File: config.mk
export PLATFORM = sky130hd
export DESIGN_NAME = gmii_tx_framer
export DESIGN_NICKNAME = d
export VERILOG_FILES = /design/src/rtl/gmii_tx_pkg.sv /design/src/rtl/crc32_d8.sv /design/src/rtl/gmii_tx_framer.sv
export SDC_FILE = /design/constraint.sdc
export NUM_CORES = 1
export LEC_CHECK = 0
export CAP_MARGIN = 10
export CORE_UTILIZATION = 55
export CTS_CLUSTER_DIAMETER = 30
export DETAILED_ROUTE_END_ITERATION = 8
export PLACE_DENSITY = 0.81
export SLEW_MARGIN = 0
export SYNTH_ARGS = -nofsm -noshare
export SYNTH_HDL_FRONTEND = slang
export SYNTH_SLANG_ARGS = --single-unit
File: constraint.sdc
create_clock -name clk125MHz -period 2.8 [get_ports clk125MHz]
set_input_delay 0.42 -clock clk125MHz [delete_from_list [all_inputs] [get_ports clk125MHz]]
set_output_delay 0.42 -clock clk125MHz [all_outputs]
set_load 0.02 [all_outputs]
File: src/rtl/gmii_tx_pkg.sv
// Shared types and constants for the GMII transmit framer.
package gmii_tx_pkg;

  typedef enum logic [2:0] {
    ST_IDLE,
    ST_PRE,
    ST_SFD,
    ST_DATA,
    ST_PAD,
    ST_FCS,
    ST_IFG
  } state_t;

  localparam logic [7:0]  PREAMBLE_BYTE = 8'h55;
  localparam logic [7:0]  SFD_BYTE      = 8'hD5;
  localparam logic [31:0] CRC32_POLY    = 32'hEDB88320;
  localparam logic [31:0] CRC32_INIT    = 32'hFFFFFFFF;
  localparam int          PREAMBLE_LEN  = 7;

endpackage

File: src/rtl/crc32_d8.sv
// One-byte step of the reflected IEEE 802.3 CRC-32, purely combinational.
module crc32_d8
  import gmii_tx_pkg::*;
(
  input  logic [31:0] crc_in,
  input  logic [7:0]  data,
  output logic [31:0] crc_out
);

  logic [31:0] c;

  // Eight LSB-first shifts of the reflected LFSR with the byte folded in up front.
  always_comb begin
    c = crc_in ^ {24'd0, data};
    for (int i = 0; i < 8; i++) begin
      c = c[0] ? ((c >> 1) ^ CRC32_POLY) : (c >> 1);
    end
    crc_out = c;
  end

endmodule

File: src/rtl/gmii_tx_framer.sv
// GMII transmit framer: preamble/SFD, zero padding, FCS append, inter-frame gap.
//
// state   | meaning
// --------+--------------------------------------------------------------
// IDLE    | line idle, waiting for in_valid (nothing consumed here)
// PRE     | 7 preamble bytes of 0x55
// SFD     | start-of-frame delimiter 0xD5, CRC register reloaded
// DATA    | pass-through of upstream bytes, in_ready high
// PAD     | 0x00 bytes until the minimum frame length is reached
// FCS     | four bytes of ~crc, least-significant byte first
// IFG     | idle gap; in_valid ignored until it expires
module gmii_tx_framer
  import gmii_tx_pkg::*;
#(
  parameter int MIN_FRAME_LEN = 60,
  parameter int IFG_BYTES     = 12
) (
  input  logic       clk125MHz,
  input  logic       rst,
  input  logic [7:0] in_data,
  input  logic       in_valid,
  input  logic       in_last,
  output logic       in_ready,
  output logic [7:0] gmii_txd,
  output logic       gmii_tx_en,
  output logic       gmii_tx_er,
  output logic       busy,
  output logic       frame_done,
  output logic       underrun
);

  // The IDLE cycle that follows IFG is also an idle byte on the wire, so the
  // IFG state itself lasts one cycle less than the configured gap.
  localparam logic [7:0] IFG_LOAD = (IFG_BYTES > 2) ? 8'(IFG_BYTES - 2) : 8'd0;
  localparam logic [7:0] PRE_LOAD = 8'(PREAMBLE_LEN - 1);
  localparam logic [7:0] FCS_LOAD = 8'd3;

  state_t      state;
  logic [31:0] crc;
  logic [31:0] crc_next;
  logic [31:0] fcs_word;
  logic [7:0]  crc_data;
  logic [7:0]  fcs_byte;
  logic [7:0]  tmr;
  logic [10:0] byte_cnt;
  logic [10:0] byte_cnt_inc;
  logic        pad_needed;
  logic        done_pend;

  assign in_ready     = (state == ST_DATA);
  assign busy         = (state != ST_IDLE);
  assign crc_data     = (state == ST_PAD) ? 8'h00 : in_data;
  assign byte_cnt_inc = (byte_cnt == 11'h7FF) ? byte_cnt : byte_cnt + 11'd1;
  assign pad_needed   = $signed({21'd0, byte_cnt_inc}) < MIN_FRAME_LEN;
  assign fcs_word     = ~crc;

  crc32_d8 u_crc (
    .crc_in  (crc),
    .data    (crc_data),
    .crc_out (crc_next)
  );

  // FCS byte select: the down-counter runs 3..0, so byte 0 goes out first.
  always_comb begin
    fcs_byte = fcs_word[7:0];
    case (tmr[1:0])
      2'd3:    fcs_byte = fcs_word[7:0];
      2'd2:    fcs_byte = fcs_word[15:8];
      2'd1:    fcs_byte = fcs_word[23:16];
      default: fcs_byte = fcs_word[31:24];
    endcase
  end

  // Framing FSM with registered GMII outputs and status pulses.
  always_ff @(posedge clk125MHz) begin
    if (rst) begin
      state      <= ST_IDLE;
      crc        <= CRC32_INIT;
      tmr        <= 8'd0;
      byte_cnt   <= 11'd0;
      done_pend  <= 1'b0;
      gmii_txd   <= 8'h00;
      gmii_tx_en <= 1'b0;
      gmii_tx_er <= 1'b0;
      frame_done <= 1'b0;
      underrun   <= 1'b0;
    end else begin
      gmii_tx_er <= 1'b0;
      frame_done <= 1'b0;
      underrun   <= 1'b0;
      case (state)
        ST_IDLE: begin
          gmii_tx_en <= 1'b0;
          gmii_txd   <= 8'h00;
          if (in_valid) begin
            state <= ST_PRE;
            tmr   <= PRE_LOAD;
          end
        end
        ST_PRE: begin
          gmii_tx_en <= 1'b1;
          gmii_txd   <= PREAMBLE_BYTE;
          if (tmr == 8'd0) state <= ST_SFD;
          else             tmr   <= tmr - 8'd1;
        end
        ST_SFD: begin
          gmii_tx_en <= 1'b1;
          gmii_txd   <= SFD_BYTE;
          crc        <= CRC32_INIT;
          byte_cnt   <= 11'd0;
          state      <= ST_DATA;
        end
        ST_DATA: begin
          gmii_tx_en <= 1'b1;
          if (in_valid) begin
            gmii_txd <= in_data;
            crc      <= crc_next;
            byte_cnt <= byte_cnt_inc;
            if (in_last) begin
              if (pad_needed) begin
                state <= ST_PAD;
              end else begin
                state <= ST_FCS;
                tmr   <= FCS_LOAD;
              end
            end
          end else begin
            // Starved mid-frame: poison the frame on the wire and skip the FCS.
            gmii_txd   <= 8'h00;
            gmii_tx_er <= 1'b1;
            underrun   <= 1'b1;
            state      <= ST_IFG;
            tmr        <= IFG_LOAD;
          end
        end
        ST_PAD: begin
          gmii_tx_en <= 1'b1;
          gmii_txd   <= 8'h00;
          crc        <= crc_next;
          byte_cnt   <= byte_cnt_inc;
          if (!pad_needed) begin
            state <= ST_FCS;
            tmr   <= FCS_LOAD;
          end
        end
        ST_FCS: begin
          gmii_tx_en <= 1'b1;
          gmii_txd   <= fcs_byte;
          if (tmr == 8'd0) begin
            state     <= ST_IFG;
            tmr       <= IFG_LOAD;
            done_pend <= 1'b1;
          end else begin
            tmr <= tmr - 8'd1;
          end
        end
        ST_IFG: begin
          gmii_tx_en <= 1'b0;
          gmii_txd   <= 8'h00;
          frame_done <= done_pend;
          done_pend  <= 1'b0;
          if (tmr == 8'd0) state <= ST_IDLE;
          else             tmr   <= tmr - 8'd1;
        end
        default: state <= ST_IDLE;
      endcase
    end
  end

endmodule

# --- After elaboration in Yosys (flattened, before gate mapping) ---
# Index checks and enable logic that the tools add are counted.
op_classes:
  n_reduce_logical: 18
  n_mux: 37
  magnitude_cmp: 1
  eq_ne: 18
  n_addsub: 2
  bitwise_logic: 12
op_table:
  columns: ["cell", "count"]
  rows:
  - ["$mux 32", 9]
  - ["$not 13->14", 8]
  - ["$pmux 32 s3", 1]
  - ["$pmux 8 s5", 2]
  - ["$mux 8", 8]
  - ["$pmux 11 s3", 1]
  - ["$not 32->32", 1]
  - ["$xor 32x8->32", 1]
  - ["$pmux 8 s3", 1]
  - ["$mux 11", 2]
  - ["$mux 3", 7]
  - ["$pmux 3 s7", 1]
  - ["$ne 2x2->1 const B", 7]
  - ["$add 11x1->11 const B", 1]
  - ["$eq 11x11->1 const B", 1]
  - ["$lt 11x6->1 const B", 1]
  - ["$reduce_bool 5->1", 2]
  - ["$eq 3x3->1 const B", 3]
  - ["$logic_not 8->1", 1]
  - ["$reduce_or 2->1", 4]
  - ["$sub 8x1->8 const B", 1]
  - ["$eq 3x2->1 const B", 2]
  - ["$reduce_and 6->1", 1]
  - ["$reduce_bool 3->1", 2]
  - ["13 further kinds", 20]
totals:
  inputBits: 12
  reg_bits: 66
  elab_cells: 97

# --- Logic depth before layout (Yosys ltp) ---
depth:
  ltp_word: 21
  mapped_depth: 9
  ltp_nobuf: 8

# --- Cells and area by module ---
# From an unflattened synthesis, not the netlist that was laid out.
unflattened:
  cells_unflattened: 508
  area_unflattened_um2: 4441.8
by_module_without_submodules:
  columns: ["module", "instances", "area_each_um2", "cells_each"]
  rows:
  - ["gmii_tx_framer", 1, 3517.1, 441]
  - ["crc32_d8", 1, 924.6, 67]

# --- Worst setup path before layout ---
# No wires, ideal clock.
synth_timing:
  path_type: "register to register"
  startpoint: "reg state[0]"
  endpoint: "reg crc[19]"
  synth_period_minus_slack_ns: 2.170
  setup_ns: 0.117
  required_time_ns: 2.683
  stages_incl_launch_ff: 9
  t_arrival_ns: 2.053
  path_buffers: 2
  path_slack_ns: 0.630
  path_cell_list: "dfxtp_1 > buf_6 > or3b_1 > buf_2 > nand2_2 > xor2_4 > xnor3_1 > xnor3_1 > o22a_1"
synth_via:
  elab_chain_cells: 18
  word_cells_on_any_way: 25
  classes_between: "4 x eq/ne; 11 x mux; 8 x bitwise; 2 x reduce/logical"
synth_rtl:
  columns: ["element", "line_no", "text"]
  rows:
  - ["from (decl)", "gmii_tx_framer.sv:38", "state_t state;"]
  - ["from (signal assigned)", "gmii_tx_framer.sv:77", "state <= ST_IDLE;"]
  - ["from (signal assigned)", "gmii_tx_framer.sv:96", "state <= ST_PRE;"]
  - ["from (signal assigned)", "gmii_tx_framer.sv:103", "if (tmr == 8'd0) state <= ST_SFD;"]
  - ["$eq 3x3->1", "gmii_tx_framer.sv:52, gmii_tx_framer.sv:91", null]
  - ["$mux 8", "gmii_tx_framer.sv:52", "assign crc_data = (state == ST_PAD) ? 8'h00 : in_data;"]
  - ["$xor 32x8->32", "crc32_d8.sv:14", "c = crc_in ^ {24'd0, data};"]
  - ["$mux 32 (2 in series)", "crc32_d8.sv:16", "c = c[0] ? ((c >> 1) ^ CRC32_POLY) : (c >> 1);"]
  - ["$not 13->14 (no line)", null, null]
  - ["$mux 32", "crc32_d8.sv:16", null]
  - ["$not 13->14 (no line)", null, null]
  - ["$mux 32 (2 in series)", "crc32_d8.sv:16", null]
  - ["$not 13->14 (no line)", null, null]
  - ["$mux 32", "crc32_d8.sv:16", null]
  - ["$not 13->14 (no line)", null, null]
  - ["$mux 32", "crc32_d8.sv:16", null]
  - ["$not 13->14 (no line)", null, null]
  - ["$mux 32", "crc32_d8.sv:16", null]
  - ["$mux 32", "gmii_tx_framer.sv:115", "if (in_valid) begin"]
  - ["$pmux 32 s3", "gmii_tx_framer.sv:91", "case (state)"]
  - ["to (signal assigned)", "gmii_tx_framer.sv:117", "crc <= crc_next;"]
  - ["to (signal assigned)", "gmii_tx_framer.sv:139", "crc <= crc_next;"]
  - ["to (decl)", "gmii_tx_framer.sv:39", "logic [31:0] crc;"]
# Several ways; a longest one is shown, not always the timed one. The select of a mux whose other input is x is not followed.
# A chain may end at the register's enable or synchronous reset.

# --- Worst setup path in the final report ---
layout_timing:
  startpoint: "reg state[0]"
  endpoint: "out in_ready"
layout_via:
  elab_chain_cells: 1
layout_rtl:
  columns: ["element", "line_no", "text"]
  rows:
  - ["$eq 3x2->1", "gmii_tx_framer.sv:50", "assign in_ready = (state == ST_DATA);"]
  - ["to (decl)", "gmii_tx_framer.sv:23", "output logic in_ready,"]
# No other way between the ends.

==> results_dict.tcl <==
set metrics [dict create \
    yosysTopAreaCell "dfxtp_1" \
    grt-ovfl-total 0 \
    pwr-share-clk_pct 21.6 \
    ys_ff_latch 66 \
    max_freq_ghz 0.384 \
    grt_use_total_pct 29.5 \
    critPathCaptureType "output port" \
    hold_start "done_pend$_SDFFE_PP0P_" \
    skew_ns 0.0120 \
    power_density_nw_per_um2 813 \
    avgSynthCellArea_um2 8.67 \
    r2r_slack_ns 0.24 \
    die_h_um 93.6 \
    layout.nets 565 \
    drtAntennaViolNets 0 \
    rows 33 \
    holdWs_ns 0.464 \
    status "finished clean" \
    synth_edf_count 0 \
    grt_use_met3_pct 6.99 \
    yosys-top-cells-area "dfxtp_1 (29%), xnor2_1 (7.2%), xnor3_1 (5.9%)" \
    synthesis.nets 550 \
    yosysMostFrequentCell "dfxtp_1" \
    grt_pass1_vias 3850 \
    coreArea_um2 8180 \
    synth_cell_type_count 70 \
    routed_wirelength_um 12300 \
    initial_utilization_pct 56.4 \
    power_switching_mw 1.71 \
    grt_pass1_wl_um 19700 \
    syn_area_um2 4610 \
    ir_worst_vdd_mv 0.504 \
    hpwlAfterDp_um 8720 \
    rr_startpoint "byte_cnt[0]$_SDFFE_PP0P_" \
    clock_path_buffers 2 \
    post_cts_buffers 0 \
    drt-vias-per-instance 6.26 \
    power.share.switching_pct 40.6 \
    top_usage_layer "met2" \
    drv_slew 0 \
    clk_latency_ns 0.35 \
    clock_tree.root_cell "clkbuf_8" \
    worstHoldPathType "reg -> reg" \
    cts.htree.levels 3 \
    layout_min_cycle_time_ns 2.60 \
    io_buffers 25 \
    grt_setup_unrepaired "no" \
    synth_common_cells "dfxtp_1 (66), nor2_1 (47), xnor2_1 (38)" \
    grtUsageMet1_pct 36.4 \
    cts_resized 0 \
    synth_top_area_share_pct 28.6 \
    firstDrtPassIters 5 \
    cts_tree "yes" \
    grt_use_met2_pct 48.7 \
    dp_slack_ns 0.160 \
    cts_sinks 66 \
    antenna_found_initial 0 \
    setup-violations-final 0 \
    synth_warnings 0 \
    seqPwrFrac_pct 28.2 \
    clk_pin_slew_worst_paths_ns 0.08 \
    vias 4114 \
    setup.worst_path.start "state[0]$_SDFFE_PP0P_" \
    numCtsBuffers 9 \
    grt_max_degree 32 \
    syn2layout_area_growth_pct 12.7 \
    drtIter0Drc 256 \
    routabilityCongestion 0.976 \
    hold_buffers 0 \
    ios 26 \
    path_max_fanout 21 \
    die_w_um 93.6 \
    synth_seq_area_share_pct 28.6 \
    critPathLaunchType "flip-flop" \
    relSlewSlack_pct 47.8 \
    tightest_slew_ns 0.776 \
    dp_cells 641 \
    netlist_instances 532 \
    internal_power_mw 2.51 \
    finalHoldViolCount 0 \
    cp.required_ns 2.38 \
    dieArea_um2 8760 \
    drc 0 \
    drv_cap 0 \
    drive_gt1_share_pct 9.78 \
    power.static_leakage_nw 2.02 \
    synthArstFlopShare_pct 0 \
    antenna_cells 0 \
    p_comb_share_pct 50.3 \
    path_class "reg -> out" \
    period_share_pct 92.9 \
    design_area_um2 5200 \
    dpl_cell_area_um2 4980 \
    fin_ws_ns 0.197 \
    fin_cells 657 \
    synth_ff_type "dfxtp_1" \
    wire_per_inst_um 18.8 \
    fin_tns_setup_ns 0 \
    arrival_ns 2.18 \
]
==> critical path, stage by stage, from the launching register on <==
cell,delay (ns)
dfxtp_1,0.51
buf_4,0.30
nand3b_1,0.19
inv_1,0.19
clkdlybuf4s50_1,0.63
==> cells by family after synthesis <==
logic type	count (synthesis)	share of synthesized area (%)
compound gates	154	22.7
fa+ha+maj	6	1.63
buf+inv	53	4.72
flops	66	28.6
mux	2	0.434
xor+xnor	82	23.1
simple gates	169	18.7
==> power groups by stage <==
stage               Combinational (mW)  Clock [mW]  Sequential [mW]
floorplan                         1.54           0             1.18
global placement                  2.03           0             1.20
detailed placement                2.07           0             1.21
CTS                               2.09       0.915             1.19
global route                      2.28       0.946             1.20
finish                            2.12       0.911             1.19
==> path summary, 6_finish.rpt <==
| path | to | cells past startpoint |
|---|---|---|
| max | in_ready | 4 |
| max reg2reg | tmr[4]$_SDFFE_PP0P_ | 6 |
| min | frame_done$_SDFF_PP0_ | 2 |
| min reg2reg | frame_done$_SDFF_PP0_ | 2 |
==> cells in the final DEF, fill, tap and decap left out, types with 4 or more instances in the layout <==
| master | instances |
|---|---|
| a211oi_1 | 6 |
| o31a_1 | 4 |
| nor2b_1 | 10 |
| nand2b_1 | 25 |
| nor3_1 | 14 |
| clkbuf_8 | 10 |
| ha_1 | 6 |
| xor3_1 | 5 |
| or3_1 | 4 |
| xnor2_1 | 38 |
| o22a_1 | 10 |
| xnor3_1 | 12 |
| a21o_1 | 5 |
| o22ai_1 | 19 |
| nor2_1 | 47 |
| o221ai_1 | 5 |
| a311oi_1 | 4 |
| dfxtp_1 | 66 |
| o21ai_0 | 16 |
| o21a_1 | 6 |
| and3_1 | 8 |
| nand3_1 | 6 |
| a21oi_1 | 37 |
| buf_4 | 22 |
| inv_1 | 10 |
| xor2_1 | 20 |
| a31oi_1 | 13 |
| nand4_1 | 5 |
| clkdlybuf4s50_1 | 24 |
| nand2_1 | 34 |
==> state kept, by name, indices dropped and copies added, names as in the netlist <==
name	flops
state	3
gmii_tx_en	1
frame_done	1
underrun	1
gmii_txd	8
byte_cnt	11
crc	32
done_pend	1
tmr	8
==> per-stage QoR <==
step                utilization (%)  power (mW)
finish                         63.6        4.22
detailed placement             60.9        3.28
global placement               60.9        3.23
CTS                            63.6        4.19
global route                   63.6        4.43
floorplan                         -        2.72
==> layer usage <==
| metal | part of all wire (%) | wire (µm) | vias up |
|---|---|---|---|
| li1 | - | - | 1941 |
| met1 | 41 | 5110 | 1940 |
| met2 | 48 | 5910 | 198 |
| met3 | 7.4 | 916 | 35 |
| met4 | 3.2 | 393 | 0 |
| met5 | 0 | 0 | - |
==> cell type report <==
| type | count | area [µm²] |
|---|---|---|
| inverters | 10 | 37.5 |
| multi-input cells | 413 | 3080 |
| well taps | 105 | 131 |
| clock buffers | 11 | 141 |
| repair buffers | 47 | 410 |
| fillers | 662 | 2980 |
| clock inverters | 5 | 77.6 |
| flip-flops and latches | 66 | 1320 |
No activity file was read; power rests on OpenSTA's default activity.
